File: src/rtl/div_const.sv
// Sequential signed fixed-point divider: outp = inp / const_in, one quotient bit per cycle,
// saturated to CONSTS_WID, with the arm/finished handshake of the control-loop multiplier.
module div_const #(
  parameter int unsigned CONSTS_WHOLE = 8,
  parameter int unsigned CONSTS_FRAC  = 40,
  parameter int unsigned CONSTS_WID   = CONSTS_WHOLE + CONSTS_FRAC,
  parameter int unsigned IN_WHOLE     = CONSTS_WHOLE,
  parameter int unsigned IN_FRAC      = CONSTS_FRAC,
  parameter int unsigned IN_WID       = IN_WHOLE + IN_FRAC
) (
  input  logic                  clk,
  input  logic                  rst,
  input  logic [IN_WID-1:0]     inp,
  input  logic [CONSTS_WID-1:0] const_in,
  input  logic                  arm,
  output logic [CONSTS_WID-1:0] outp,
  output logic                  finished,
  output logic                  div_zero
);

  localparam int          SHIFT   = int'(2 * CONSTS_FRAC) - int'(IN_FRAC);
  localparam int unsigned SHIFT_U = (SHIFT < 0) ? 32'd0 : 32'(SHIFT);
  localparam int unsigned NUM_WID = IN_WID + SHIFT_U;
  localparam int unsigned REM_WID = CONSTS_WID + 1;
  localparam int unsigned CNT_WID = $clog2(NUM_WID + 1);

  localparam logic [CONSTS_WID-1:0] MAX_POS = {1'b0, {(CONSTS_WID-1){1'b1}}};
  localparam logic [CONSTS_WID-1:0] MIN_NEG = {1'b1, {(CONSTS_WID-1){1'b0}}};
  localparam logic [NUM_WID-1:0]    POS_LIM = NUM_WID'(MAX_POS);
  localparam logic [NUM_WID-1:0]    NEG_LIM = NUM_WID'(MIN_NEG);

  if (SHIFT < 0) begin : g_shift_chk
    $error("div_const: 2*CONSTS_FRAC must be >= IN_FRAC");
  end

  typedef enum logic [2:0] {
    IDLE = 3'd0,
    RUN  = 3'd1,
    FIX  = 3'd2,
    ZERO = 3'd3,
    DONE = 3'd4
  } state_t;

  state_t                state_q, state_d;
  logic [NUM_WID-1:0]    num_q, num_d;
  logic [CONSTS_WID-1:0] den_q, den_d;
  logic [REM_WID-1:0]    rem_q, rem_d;
  logic [CNT_WID-1:0]    cnt_q, cnt_d;
  logic                  neg_q, neg_d;
  logic [CONSTS_WID-1:0] outp_d;
  logic                  finished_d;
  logic                  div_zero_d;

  logic [IN_WID-1:0]     in_mag;
  logic [CONSTS_WID-1:0] cst_mag;
  logic [REM_WID-1:0]    rem_sh;
  logic [CONSTS_WID-1:0] q_lo;

  // State and datapath registers
  always_ff @(posedge clk or posedge rst) begin
    if (rst) begin
      state_q  <= IDLE;
      num_q    <= '0;
      den_q    <= '0;
      rem_q    <= '0;
      cnt_q    <= '0;
      neg_q    <= 1'b0;
      outp     <= '0;
      finished <= 1'b0;
      div_zero <= 1'b0;
    end else begin
      state_q  <= state_d;
      num_q    <= num_d;
      den_q    <= den_d;
      rem_q    <= rem_d;
      cnt_q    <= cnt_d;
      neg_q    <= neg_d;
      outp     <= outp_d;
      finished <= finished_d;
      div_zero <= div_zero_d;
    end
  end

  // Next-state, datapath step and registered-output values
  always_comb begin
    state_d    = state_q;
    num_d      = num_q;
    den_d      = den_q;
    rem_d      = rem_q;
    cnt_d      = cnt_q;
    neg_d      = neg_q;
    outp_d     = outp;
    finished_d = finished;
    div_zero_d = div_zero;

    // Magnitudes are unsigned, so the most negative value maps to 2^(W-1) exactly
    in_mag  = inp[IN_WID-1] ? IN_WID'(-inp) : inp;
    cst_mag = const_in[CONSTS_WID-1] ? CONSTS_WID'(-const_in) : const_in;
    rem_sh  = {rem_q[REM_WID-2:0], num_q[NUM_WID-1]};
    q_lo    = CONSTS_WID'(num_q);

    unique case (state_q)
      IDLE: begin
        if (arm) begin
          num_d = NUM_WID'(in_mag) << SHIFT_U;
          den_d = cst_mag;
          rem_d = '0;
          cnt_d = CNT_WID'(NUM_WID);
          neg_d = inp[IN_WID-1] ^ const_in[CONSTS_WID-1];
          state_d = (const_in == '0) ? ZERO : RUN;
        end
      end

      RUN: begin
        // Numerator bits shift out the top while quotient bits shift in at the bottom
        if (rem_sh >= REM_WID'(den_q)) begin
          rem_d = rem_sh - REM_WID'(den_q);
          num_d = {num_q[NUM_WID-2:0], 1'b1};
        end else begin
          rem_d = rem_sh;
          num_d = {num_q[NUM_WID-2:0], 1'b0};
        end
        cnt_d = cnt_q - CNT_WID'(1);
        if (cnt_q == CNT_WID'(1)) begin
          state_d = FIX;
        end
      end

      FIX: begin
        if (!neg_q) begin
          outp_d = (num_q > POS_LIM) ? MAX_POS : q_lo;
        end else begin
          outp_d = (num_q > NEG_LIM) ? MIN_NEG : CONSTS_WID'(-q_lo);
        end
        div_zero_d = 1'b0;
        finished_d = 1'b1;
        state_d    = DONE;
      end

      ZERO: begin
        // Divisor sign is zero here, so neg_q is the dividend sign
        if (num_q == '0) begin
          outp_d = '0;
        end else begin
          outp_d = neg_q ? MIN_NEG : MAX_POS;
        end
        div_zero_d = 1'b1;
        finished_d = 1'b1;
        state_d    = DONE;
      end

      DONE: begin
        if (!arm) begin
          finished_d = 1'b0;
          state_d    = IDLE;
        end
      end

      default: begin
        state_d = IDLE;
      end
    endcase
  end

endmodule

File: config.mk
export PLATFORM = sky130hd
export DESIGN_NAME = div_const
export DESIGN_NICKNAME = d
export VERILOG_FILES = /design/src/rtl/div_const.sv
export SDC_FILE = /design/constraint.sdc
export NUM_CORES = 1
export LEC_CHECK = 0
export ABC_AREA = 1
export BUFFER_PORTS_ARGS = -buffer_cell sky130_fd_sc_hd__buf_2
export CAP_MARGIN = 15
export CORE_ASPECT_RATIO = 1.4
export CORE_UTILIZATION = 50
export DETAILED_ROUTE_END_ITERATION = 10
export PLACE_DENSITY = 0.68
export SYNTH_ARGS = -nofsm -noshare
export SYNTH_HDL_FRONTEND = slang
export SYNTH_SLANG_ARGS = --single-unit
export TNS_END_PERCENT = 100
File: constraint.sdc
create_clock -name clk -period 9.7 [get_ports clk]
set_input_delay 0.485 -clock clk [delete_from_list [all_inputs] [get_ports clk]]
set_output_delay 0.485 -clock clk [all_outputs]
set_load 0.05 [all_outputs]
Word-level counts from Yosys, hierarchy flattened
Index checks and enable logic that the tools add are counted.
- bits in registers: 245
- logic and storage cells: 61
- reduce and logical (&&, ||, !) cells: 11
- muxes and demuxes: 24
- bitwise gates (word level): 1
- order comparisons: 3
- equal/unequal tests: 8
- add/sub/neg operators: 5
- operators with widths (cell ; count):
    48-bit two-way mux ; 9
    48-bit one-hot mux with 2 select lines ; 2
    88-bit one-hot mux with 2 select lines ; 1
    48-bit negation ; 3
    88-bit by 47-bit > comparator with 1-bit output (second input constant) ; 1
    88-bit by 48-bit > comparator with 1-bit output (second input constant) ; 1
    88-bit logical NOT ; 1
    88-bit two-way mux ; 1
    49-bit by 48-bit greater-or-equal comparator with 1-bit output ; 1
    48-bit logical NOT ; 1
    48-bit subtractor ; 1
    7-bit one-hot mux with 2 select lines ; 1
    3-bit one-hot mux with 4 select lines ; 1
    3-bit two-way mux ; 3
    7-bit by 1-bit equality test with 1-bit output (second input constant) ; 1
    7-bit two-way mux ; 1
    7-bit by 1-bit subtractor with 7-bit output (second input constant) ; 1
    3-bit by 2-bit equality test with 1-bit output (second input constant) ; 2
    2-bit inequality test (second input constant) ; 3
    2-bit AND reduction ; 3
    2-bit nonzero test ; 3
    1-bit one-hot mux with 2 select lines ; 2
    3-bit by 1-bit equality test with 1-bit output (second input constant) ; 1
    3-bit equality test (second input constant) ; 1
    other kinds (6) ; 7

Logic depth before layout (Yosys ltp)
Gate-level depths: netlist of run 1.
- word-level depth: 4
- gate-level depth with buffers: 17

Worst setup path after synthesis of run 1
Ideal clock, no wire load.
- path type: reg2reg
- from: reg rem_q[22]
- to: reg rem_q[0]
- setup time: 0.118 ns
- slack: 7.632 ns
- stages on the path, launching flop included: 14
- clock period less this slack: 2.068 ns
- arrival: 1.950 ns
- cells stage by stage: dfrtp_1 > ha_1 > nand2_1 > inv_1 > a21oi_1 > nand2_1 > nand2_1 > nand2_1 > a21oi_2 > buf_4 > buf_2 > nand4_1 > nand3_1 > nand2_1
- longest elaborated chain between the ends: 3
- ends and longest elaborated chain (element ; RTL line ; text):
    from (decl) ; 47 ; logic [REM_WID-1:0] rem_q, rem_d;
    from (signal assigned) ; 75 ; rem_q <= rem_d;
    49-bit by 48-bit greater-or-equal comparator with 1-bit output ; 116 ; if (rem_sh >= REM_WID'(den_q)) begin
    48-bit two-way mux ; 116 ;
    48-bit one-hot mux with 2 select lines ; 102 ; unique case (state_q)
No other way between the ends.
A chain may end at the register's enable or synchronous reset.

Final worst setup path of run 1
- from: reg rem_q[18]
- to: reg rem_q[16]
The elaborated chain is that of the path after synthesis.

==> results by group, run 1 <==
Worst setup path
  – CP delay by family, top: simple AND/OR/NAND/NOR gates
  – CP Max Fanout: 48
  – Critical path buffers and inverters: 1
  – Slowest stage delay, CP: 530 ps
  – CP max stage cell: buf_4
  – CP Launch Type: register
  – Worst setup EP type: register
  – Most used cell, CP: nand2_1
  – CP required: 10140 ps
  – WP data arrival: 3740 ps
  – Worst-path cell chain: ha_1 -> nand2_1 -> nor2_1 -> nand2_1 -> nor2_1 -> and2_1 -> nand2_1 -> nand3_2 -> buf_4 -> nand2_1 -> nand3_1 -> nand2_1
  – Setup CP Type: reg -> reg

Final layout
  – Fin cells: 3731
  – Layout fillers: 4045
  – Multi-input logic area: 11300 µm²
  – Storage cell area: 6130 µm²
  – Area growth from synthesis to layout: 10.1%
  – Final Cell Area: 21600 µm²
  – Nets: 3343
  – Share of cells above drive strength 1: 0.0926
  – Ant diodes: 0

Logic synthesis
  – Syn Inst Count: 3100
  – YS warnings: 0
  – Post-synthesis cell area: 19600 µm²
  – Syn Area/Cell: 6.32 µm²
  – Syn Nets: 3253
  – Distinct cells, synth: 45
  – Synthesis-stage register bit count: 245
  – Proportion of synthesized chip area in sequential cells: 0.313

Global route
  – Total Routing Usage GR: 0.338
  – Gr ovfl total: 0
  – First-pass GRT wire length: 106000 µm
  – Largest net degree at the start of global routing: 135
  – Initial antenna violation count: 0
  – Vias in the first global route: 19700

Placement
  – RePlAce Congestion: 1.06
  – DP Cell Count: 3682
  – Placed Instance Area: 20600 µm²
  – Input/output buffers: 148
  – Place WS: 6450 ps
  – HPWL after DPL: 50700 µm

Detailed routing
  – Post-route ant nets: 0
  – Total Wirelength: 67400 µm
  – DR pass1 iterations: 6
  – Via Count: 20400
  – Drc violations: 0
  – DRT iter0 DRCs: 1504
  – Drt via density: 5.46
  – Drt wl/cell: 18.1 µm

Die
  – Die area: 40000 µm²
  – Initial Util: 0.509
  – Row Count: 85
  – Num ports: 149
  – Width of the die: 169 µm
  – Height of the chip: 236 µm
  – CORE AREA: 38500 µm²

STA
  – Final hold viol count: 0
  – Max-slew headroom: 0.324
  – Worst-Margin Slew: 1010 ps
  – TNS Setup: 0 ps
  – Final Slew Violations: 0
  – Tcrit/Tclk final: 0.340
  – Clock skew: 30.8 ps
  – RSZ-0062 raised after global routing: no
  – Final worst slack: 6400 ps
  – Minimum clock period: 3300 ps
  – Fmax: 303 MHz
  – Final setup viols: 0

CTS
  – H-tree depth: 1
  – CTS Buf Count: 28
  – Setup Buffers After CTS: 0
  – CTS tree: done
  – Clock sinks: 245
  – Post_cts resized: 0
  – # hold bufs at CTS: 0
  – Clock latency on the worst-skew pair: 580 ps
  – CTS Root Buffer Type: clkbuf_16
  – CTS max path bufs: 3
  – CTS clk-pin slew, worst paths: 70 ps

Worst hold path
  – Hold WC Path Type: in -> async

Run status
  – Status: completed

Flow run
  – Max cap viols: 0
-- final cells by class --
class,count,area share
inverter,454,0.0794
sequential,245,0.284
clock buffer,36,0.0363
tap,522,0.0303
clock inverter,13,0.00714
multi-input combinational,2295,0.522
timing repair buffer,166,0.0406
-- metal layers --
layer	wire length [µm]	GRT usage
met4	5210	0.234
met2	34100	0.615
met1	25100	0.367
met5	0	0
met3	2870	0.0295
-- cell usage after synthesis (all sizes together) --
master	n	area [µm²]
nand3b	11	82.6
and3	2	12.5
o211ai	11	82.6
xnor2	31	272
dfrtp	245	6130
o31ai	3	22.5
or2	4	25.0
a21o	4	30.0
nand2	996	3760
o221ai	23	201
o41ai	1	8.76
a211oi	1	7.51
nand3	238	1210
nor3b	3	22.5
o22ai	50	313
o21a	1	7.51
nor2	395	1530
nor4	11	68.8
and2	5	31.3
ha	53	663
nor3	29	155
clkbuf	60	225
o21ai	175	955
fa	1	20.0
buf	46	290
a21oi	90	563
nand4	64	400
inv	454	1700
xor2	74	648
o21bai	16	120
a21boi	3	22.5
-- kinds of logic (layout without fill, tap and decap cells) --
| group | count (synthesis) | after routing | share of synthesized area |
|---|---|---|---|
| AOI/OAI and AO/OA | 378 | 378 | 0.119 |
| xor gates and xnor gates | 105 | 105 | 0.0469 |
| adders and majority gates | 54 | 54 | 0.0349 |
| buffers and inverters | 560 | 669 | 0.113 |
| DFF | 245 | 245 | 0.313 |
| and+or+nand+nor | 1758 | 1758 | 0.373 |
-- worst reg2reg max path, cell delays in order (launching register included) --
cell	delay, ps
dfrtp_1	400
ha_1	350
nand2_1	160
nor2_1	400
nand2_1	220
nor2_1	340
and2_1	230
nand2_1	90
nand3_2	100
buf_4	530
nand2_1	170
nand3_1	110
nand2_1	60
-- registers in the layout, summed over array words and instances, names as in the netlist --
signal	count
state_q	3
den_q	48
finished	1
outp	48
neg_q	1
num_q	88
cnt_q	7
rem_q	48
div_zero	1
-- through the flow --
stage,hold slack (ps),util
after global routing,174,0.560
final,105,0.560
after CTS,173,0.560
after floorplan,447,-
after detailed placement,475,0.536
after global placement,467,0.536
-- path summary, 6_finish.rpt --
check,startpoint,endpoint,slack [ps],cells past startpoint
worst max-delay path,rem_q[18]$_DFFE_PP0P_,rem_q[16]$_DFFE_PP0P_,6400,12
worst min-delay path,rst,num_q[54]$_DFFE_PP0P_,110,2
worst max register to register,rem_q[18]$_DFFE_PP0P_,rem_q[16]$_DFFE_PP0P_,6400,12
worst min register to register,den_q[34]$_DFFE_PP0P_,den_q[34]$_DFFE_PP0P_,480,2
max in group asynchronous,rst,den_q[18]$_DFFE_PP0P_,7370,4
min in group clk,const_in[15],den_q[15]$_DFFE_PP0P_,220,3
-- placed cells by master, fill, tap and decap left out, drive strengths merged, types with 16 or more instances in the layout --
master and count:
clkbuf 36, dfrtp 245, buf 166, nor2 395, o21ai 175, xnor2 31
nand4 64, nor3 29, o22ai 50, a21oi 90, nand3 238, xor2 74
inv 456, o221ai 23, ha 53, nand2 996, o21bai 16
Power of run 1 is left out: the tool's default activity adds up to more than one toggle a clock period on the data nets, which glitch-free logic cannot reach.
==> inputs of run 2 (changes only) <==
clock period = 3.1 ns   (was 9.7 ns; I/O delays follow)
==> results by group, run 2 (synthesized netlist as in run 1, its figures left out) <==
Worst setup path
  – CP Max Fanout: 48
  – WP data arrival: 3250 ps
  – Setup CP Type: reg -> reg
  – CP required: 3550 ps
  – CP Launch Type: register
  – CP max stage cell: nor4_1
  – Worst-path cell chain: inv_1 -> ha_1 -> nand2_1 -> nor2_1 -> nand2_1 -> nor4_1 -> nand3_1 -> nand3_2 -> buf_12 -> nand3_1 -> nand2_1 -> nand2_1
  – Slowest stage delay, CP: 470 ps
  – Worst Reg-to-Reg Cells: 12
  – Most used cell, CP: nand2_1
  – Worst setup EP type: register

STA
  – Max-slew headroom: 0.374
  – Final setup viols: 0
  – TNS Setup: 0 ps
  – Fmax: 358 MHz
  – Worst-Margin Slew: 940 ps
  – Final hold viol count: 0
  – RSZ-0062 raised after global routing: no
  – WHS: 1.26 ps
  – Minimum clock period: 2800 ps
  – Tcrit/Tclk final: 0.902
  – Final Slew Violations: 0
  – Clock skew: 14.6 ps

Detailed routing
  – DR pass1 iterations: 6
  – Post-route ant nets: 0
  – Drt wl/cell: 17.5 µm
  – Via Count: 20600
  – DRT iter0 DRCs: 1334
  – Total Wirelength: 66600 µm
  – Drt via density: 5.40
  – Drc violations: 0

Global route
  – Vias in the first global route: 20100
  – Largest net degree at the start of global routing: 87
  – First-pass GRT wire length: 106000 µm
  – Gr ovfl total: 0
  – Initial antenna violation count: 0
  – Total Routing Usage GR: 0.334

Final layout
  – Share of cells above drive strength 1: 0.0969
  – Most common cell after layout, fill and taps aside: nand2_1
  – Reg with most FFs: num_q
  – Max reg flops: 88
  – Nets: 3421
  – Commonest non-fill, non-tap cells in the layout: nand2_1, inv_1, nor2_1
  – Final core occ: 0.583
  – Layout fillers: 3842
  – Area growth from synthesis to layout: 14.5%
  – Final Cell Area: 22400 µm²
  – Ant diodes: 0

Die
  – Die area: 40000 µm²
  – CORE AREA: 38500 µm²
  – Num ports: 149
  – Row Count: 85
  – Height of the chip: 236 µm
  – Width of the die: 169 µm
  – Initial Util: 0.509

CTS
  – CTS Buf Count: 29
  – Clock latency on the worst-skew pair: 570 ps
  – CTS clk-pin slew, worst paths: 60 ps
  – CTS tree: done
  – CTS Root Buffer Type: clkbuf_16
  – H-tree depth: 1
  – Clock sinks: 245
  – CTS max path bufs: 3

Power
  – Leakage: 11.8 nW
  – Maximum VDD drop: 0.855 mV
  – Final Power: 29.8 mW
  – Pwr dens: 1330 nW/µm²

Placement
  – Placed Instance Area: 20800 µm²
  – HPWL after DPL: 50600 µm
  – RePlAce Congestion: 1.03
  – Input/output buffers: 148

Flow run
  – Max cap viols: 0

Worst hold path
  – Hold-critical path depth: 3
  – Hold WC Path Type: in -> reg

Run status
  – Status: completed
## run 2: cell types whose count changed in the layout (fill, tap and decap cells not counted), moves of 2 or more
| cell | previous run | this run |
|---|---|---|
| dlygate4sd3_1 | 0 | 63 |
| buf_4 | 18 | 26 |
| buf_12 | 0 | 6 |
| clkinvlp_4 | 1 | 6 |
| clkbuf_1 | 4 | 1 |
| clkbuf_8 | 3 | 6 |
| clkinv_2 | 6 | 4 |
## run 2: path summary, 6_finish.rpt
kind | startpoint | to | slack, ps
worst max-delay path | den_q[15]$_DFFE_PP0P_ | rem_q[47]$_DFFE_PP0P_ | 300
worst min-delay path | const_in[27] | den_q[27]$_DFFE_PP0P_ | 1
worst max register to register | den_q[15]$_DFFE_PP0P_ | rem_q[47]$_DFFE_PP0P_ | 300
worst min register to register | den_q[8]$_DFFE_PP0P_ | den_q[8]$_DFFE_PP0P_ | 480
max in group asynchronous | rst | den_q[44]$_DFFE_PP0P_ | 1930
min in group asynchronous | rst | num_q[51]$_DFFE_PP0P_ | 290
## run 2: metrics by stage
| step | worst slack (ps) | instances |
|---|---|---|
| 3_5_place_dp | 356 | 3696 |
| 4_1_cts | 335 | 3813 |
| 6_report | 303 | 3813 |
| 5_1_grt | 163 | 3813 |
| 3_3_place_gp | 310 | 3696 |
| 2_1_floorplan | -273 | 3100 |
## run 2: layout make-up
class	count	area, µm²	area share
clock inverters	18	189	0.00842
inverters	454	1710	0.0761
multi-input cells	2295	11300	0.502
flip-flops and latches	245	6130	0.273
repair buffers	243	1690	0.0752
well taps	522	653	0.0291
clock buffers	36	812	0.0362
## run 2: repair_timing
item	4_1_cts	5_1_grt
gates resized for setup	0	0
setup buffers	0	0
hold endpoints to repair	93	0
hold buffers	63	0
## run 2: critical path: cells and delay by family (launching register included)
| family | cells | cell delay [ps] |
|---|---|---|
| fa+ha+maj | 1 | 360 |
| buf+inv | 2 | 330 |
| flops | 1 | 320 |
| simple gates | 9 | 1650 |
## run 2: where the power goes
group	switching, mW	internal, mW
Combinational	14.1	6.32
Sequential	1.11	4.74
Clock	1.48	2.05
Total	16.7	13.1
## run 2: per-layer routing
metal,global-route usage,part of all wire,vias up
met1,0.365,0.37,9561
met4,0.220,0.072,0
met5,0,0,-
met2,0.611,0.51,667
met3,0.0272,0.041,189
li1,-,-,10200
No activity file was read; power rests on OpenSTA's default activity.
==> inputs of run 3 (changes only) <==
BUFFER_PORTS_ARGS = not set   (was -buffer_cell sky130_fd_sc_hd__buf_2)
DONT_BUFFER_PORTS = 1   (was not set)
PLACE_DENSITY = 0.64   (was 0.68)
==> results by group, run 3 (synthesized netlist as in run 1, its figures left out) <==
Run status
  – Status: completed

Worst setup path
  – CP Launch Type: input port
  – CP delay by family, top: buffers and inverters
  – Worst setup EP type: register
  – WP data arrival: 3330 ps
  – Crit. path cell count: 13
  – Slowest stage delay, CP: 560 ps
  – Critical path buffers and inverters: 4
  – CP required: 3550 ps
  – Worst-path cell chain: dlygate4sd3_1 -> inv_1 -> nand3_1 -> nor3_4 -> nand3_1 -> nor2_1 -> nand2_1 -> nand2_1 -> nand2_1 -> dlygate4sd3_1 -> nand3_1 -> dlygate4sd3_1 -> nand3_1
  – CP max stage cell: dlygate4sd3_1
  – Setup CP Type: in -> reg
  – CP Max Fanout: 6
  – Worst Reg-to-Reg Cells: 10
  – Most used cell, CP: nand3_1

Detailed routing
  – Top Metal Used: met4
  – Via Count: 20400
  – Metal1 wirelength: 25100 µm
  – Met2 wire len: 34100 µm
  – Drt wl/cell: 18.0 µm
  – DR pass1 iterations: 6
  – Total Wirelength: 67100 µm
  – Drt via density: 5.47
  – Drc violations: 0
  – DRT iter0 DRCs: 1563
  – Post-route ant nets: 0
  – Routed wl met3: 2670 µm

Power
  – Final Power: 29.2 mW
  – Maximum VDD drop: 0.766 mV
  – Leakage: 11.4 nW
  – Pwr dens: 1310 nW/µm²

STA
  – RSZ-0062 raised after global routing: no
  – Clock skew: 19.2 ps
  – Max-slew headroom: 0.331
  – Final setup viols: 0
  – Tcrit/Tclk final: 0.930
  – Fmax: 347 MHz
  – Final Slew Violations: 0
  – Worst-Margin Slew: 1000 ps
  – Final hold viol count: 0
  – Minimum clock period: 2880 ps

Final layout
  – Most common cell after layout, fill and taps aside: nand2_1
  – Nets: 3337
  – Reg with most FFs: num_q
  – Max reg flops: 88
  – Commonest non-fill, non-tap cells in the layout: nand2_1, inv_1, nor2_1
  – Area growth from synthesis to layout: 13.7%
  – Final core occ: 0.578
  – Ant diodes: 0
  – Share of cells above drive strength 1: 0.0493

Die
  – Num ports: 149
  – Initial Util: 0.509
  – Die area: 40000 µm²
  – Width of the die: 169 µm
  – CORE AREA: 38500 µm²
  – Row Count: 85
  – Height of the chip: 236 µm

CTS
  – CTS Buf Count: 28
  – Clock latency on the worst-skew pair: 570 ps
  – Clock sinks: 245
  – CTS tree: done
  – CTS Root Buffer Type: clkbuf_16
  – CTS clk-pin slew, worst paths: 60 ps
  – CTS max path bufs: 3
  – H-tree depth: 1
  – Setup Buffers After CTS: 0

Global route
  – Total Routing Usage GR: 0.342
  – Vias in the first global route: 20400
  – Gr ovfl total: 0
  – Largest net degree at the start of global routing: 87
  – Initial antenna violation count: 0
  – First-pass GRT wire length: 108000 µm

Placement
  – RePlAce Congestion: 1.06
  – Input/output buffers: 0
  – HPWL after DPL: 50300 µm

Flow run
  – Max cap viols: 0

Worst hold path
  – Hold WC Path Type: in -> reg
  – Hold-critical path depth: 3
[run 3: cell count changes in the layout (fill, tap and decap cells not counted), sizes merged, moves of 2 or more]
cell / change
clkbuf: +3
buf: -152
dlygate4sd3: +69
clkinv: -2
clkinvlp: -2
inv: -3
[run 3: worst paths after layout]
kind / from / endpoint / slack, ps
worst max-delay path: inp[0] / num_q[59]$_DFFE_PP0P_ / 220
worst min-delay path: const_in[47] / den_q[40]$_DFFE_PP0P_ / 20
worst max register to register: state_q[1]$_DFFE_PP0P_ / num_q[86]$_DFFE_PP0P_ / 300
worst min register to register: den_q[3]$_DFFE_PP0P_ / den_q[3]$_DFFE_PP0P_ / 480
max in group asynchronous: rst / rem_q[24]$_DFFE_PP0P_ / 1900
min in group asynchronous: rst / num_q[51]$_DFFE_PP0P_ / 280
[run 3: power by group]
part           internal, mW  switching [mW]
registers              4.72            2.35
logic                  6.18            12.7
clock network          1.88            1.41
[run 3: cell type report]
| type | count | area, µm² |
|---|---|---|
| clock buffer | 39 | 802 |
| clock inverter | 10 | 97.6 |
| fill | 3928 | 16200 |
| inverter | 454 | 1710 |
| multi-input combinational | 2295 | 11300 |
| sequential | 245 | 6130 |
| tap | 522 | 653 |
| timing repair buffer | 160 | 1610 |
[run 3: metrics by stage]
| stage | cells | setup WS, ps | hold slack, ps | instance area [µm²] | TNS (ps) |
|---|---|---|---|---|---|
| final | 3725 | 218 | 20.5 | 22300 | 0 |
| after global routing | 3725 | 0.583 | 20.2 | 22300 | 0 |
| after CTS | 3725 | 203 | 6.74 | 22300 | 0 |
| after detailed placement | 3543 | 358 | 290 | 20000 | 0 |
| after global placement | 3543 | 428 | 285 | 20000 | 0 |
| after floorplan | 3100 | -273 | 320 | 19600 | -66830 |
[run 3: repair_timing]
action                                  CTS  global route
resized for setup                         0             3
hold buffers                            133             0
hold endpoints to repair                134             0
endpoints found under the setup margin    0             6
[run 3: layer usage]
metal,track usage,vias up
li1,-,9996
met1,0.369,9592
met5,0,-
met3,0.0322,200
met2,0.621,601
met4,0.242,0
[run 3: tightest hold or removal path, delay by kind of cell]
kind	cells	cell delay, ps
AOI/OAI and AO/OA	1	160
xor gates and xnor gates	1	150
and+or+nand+nor	1	70
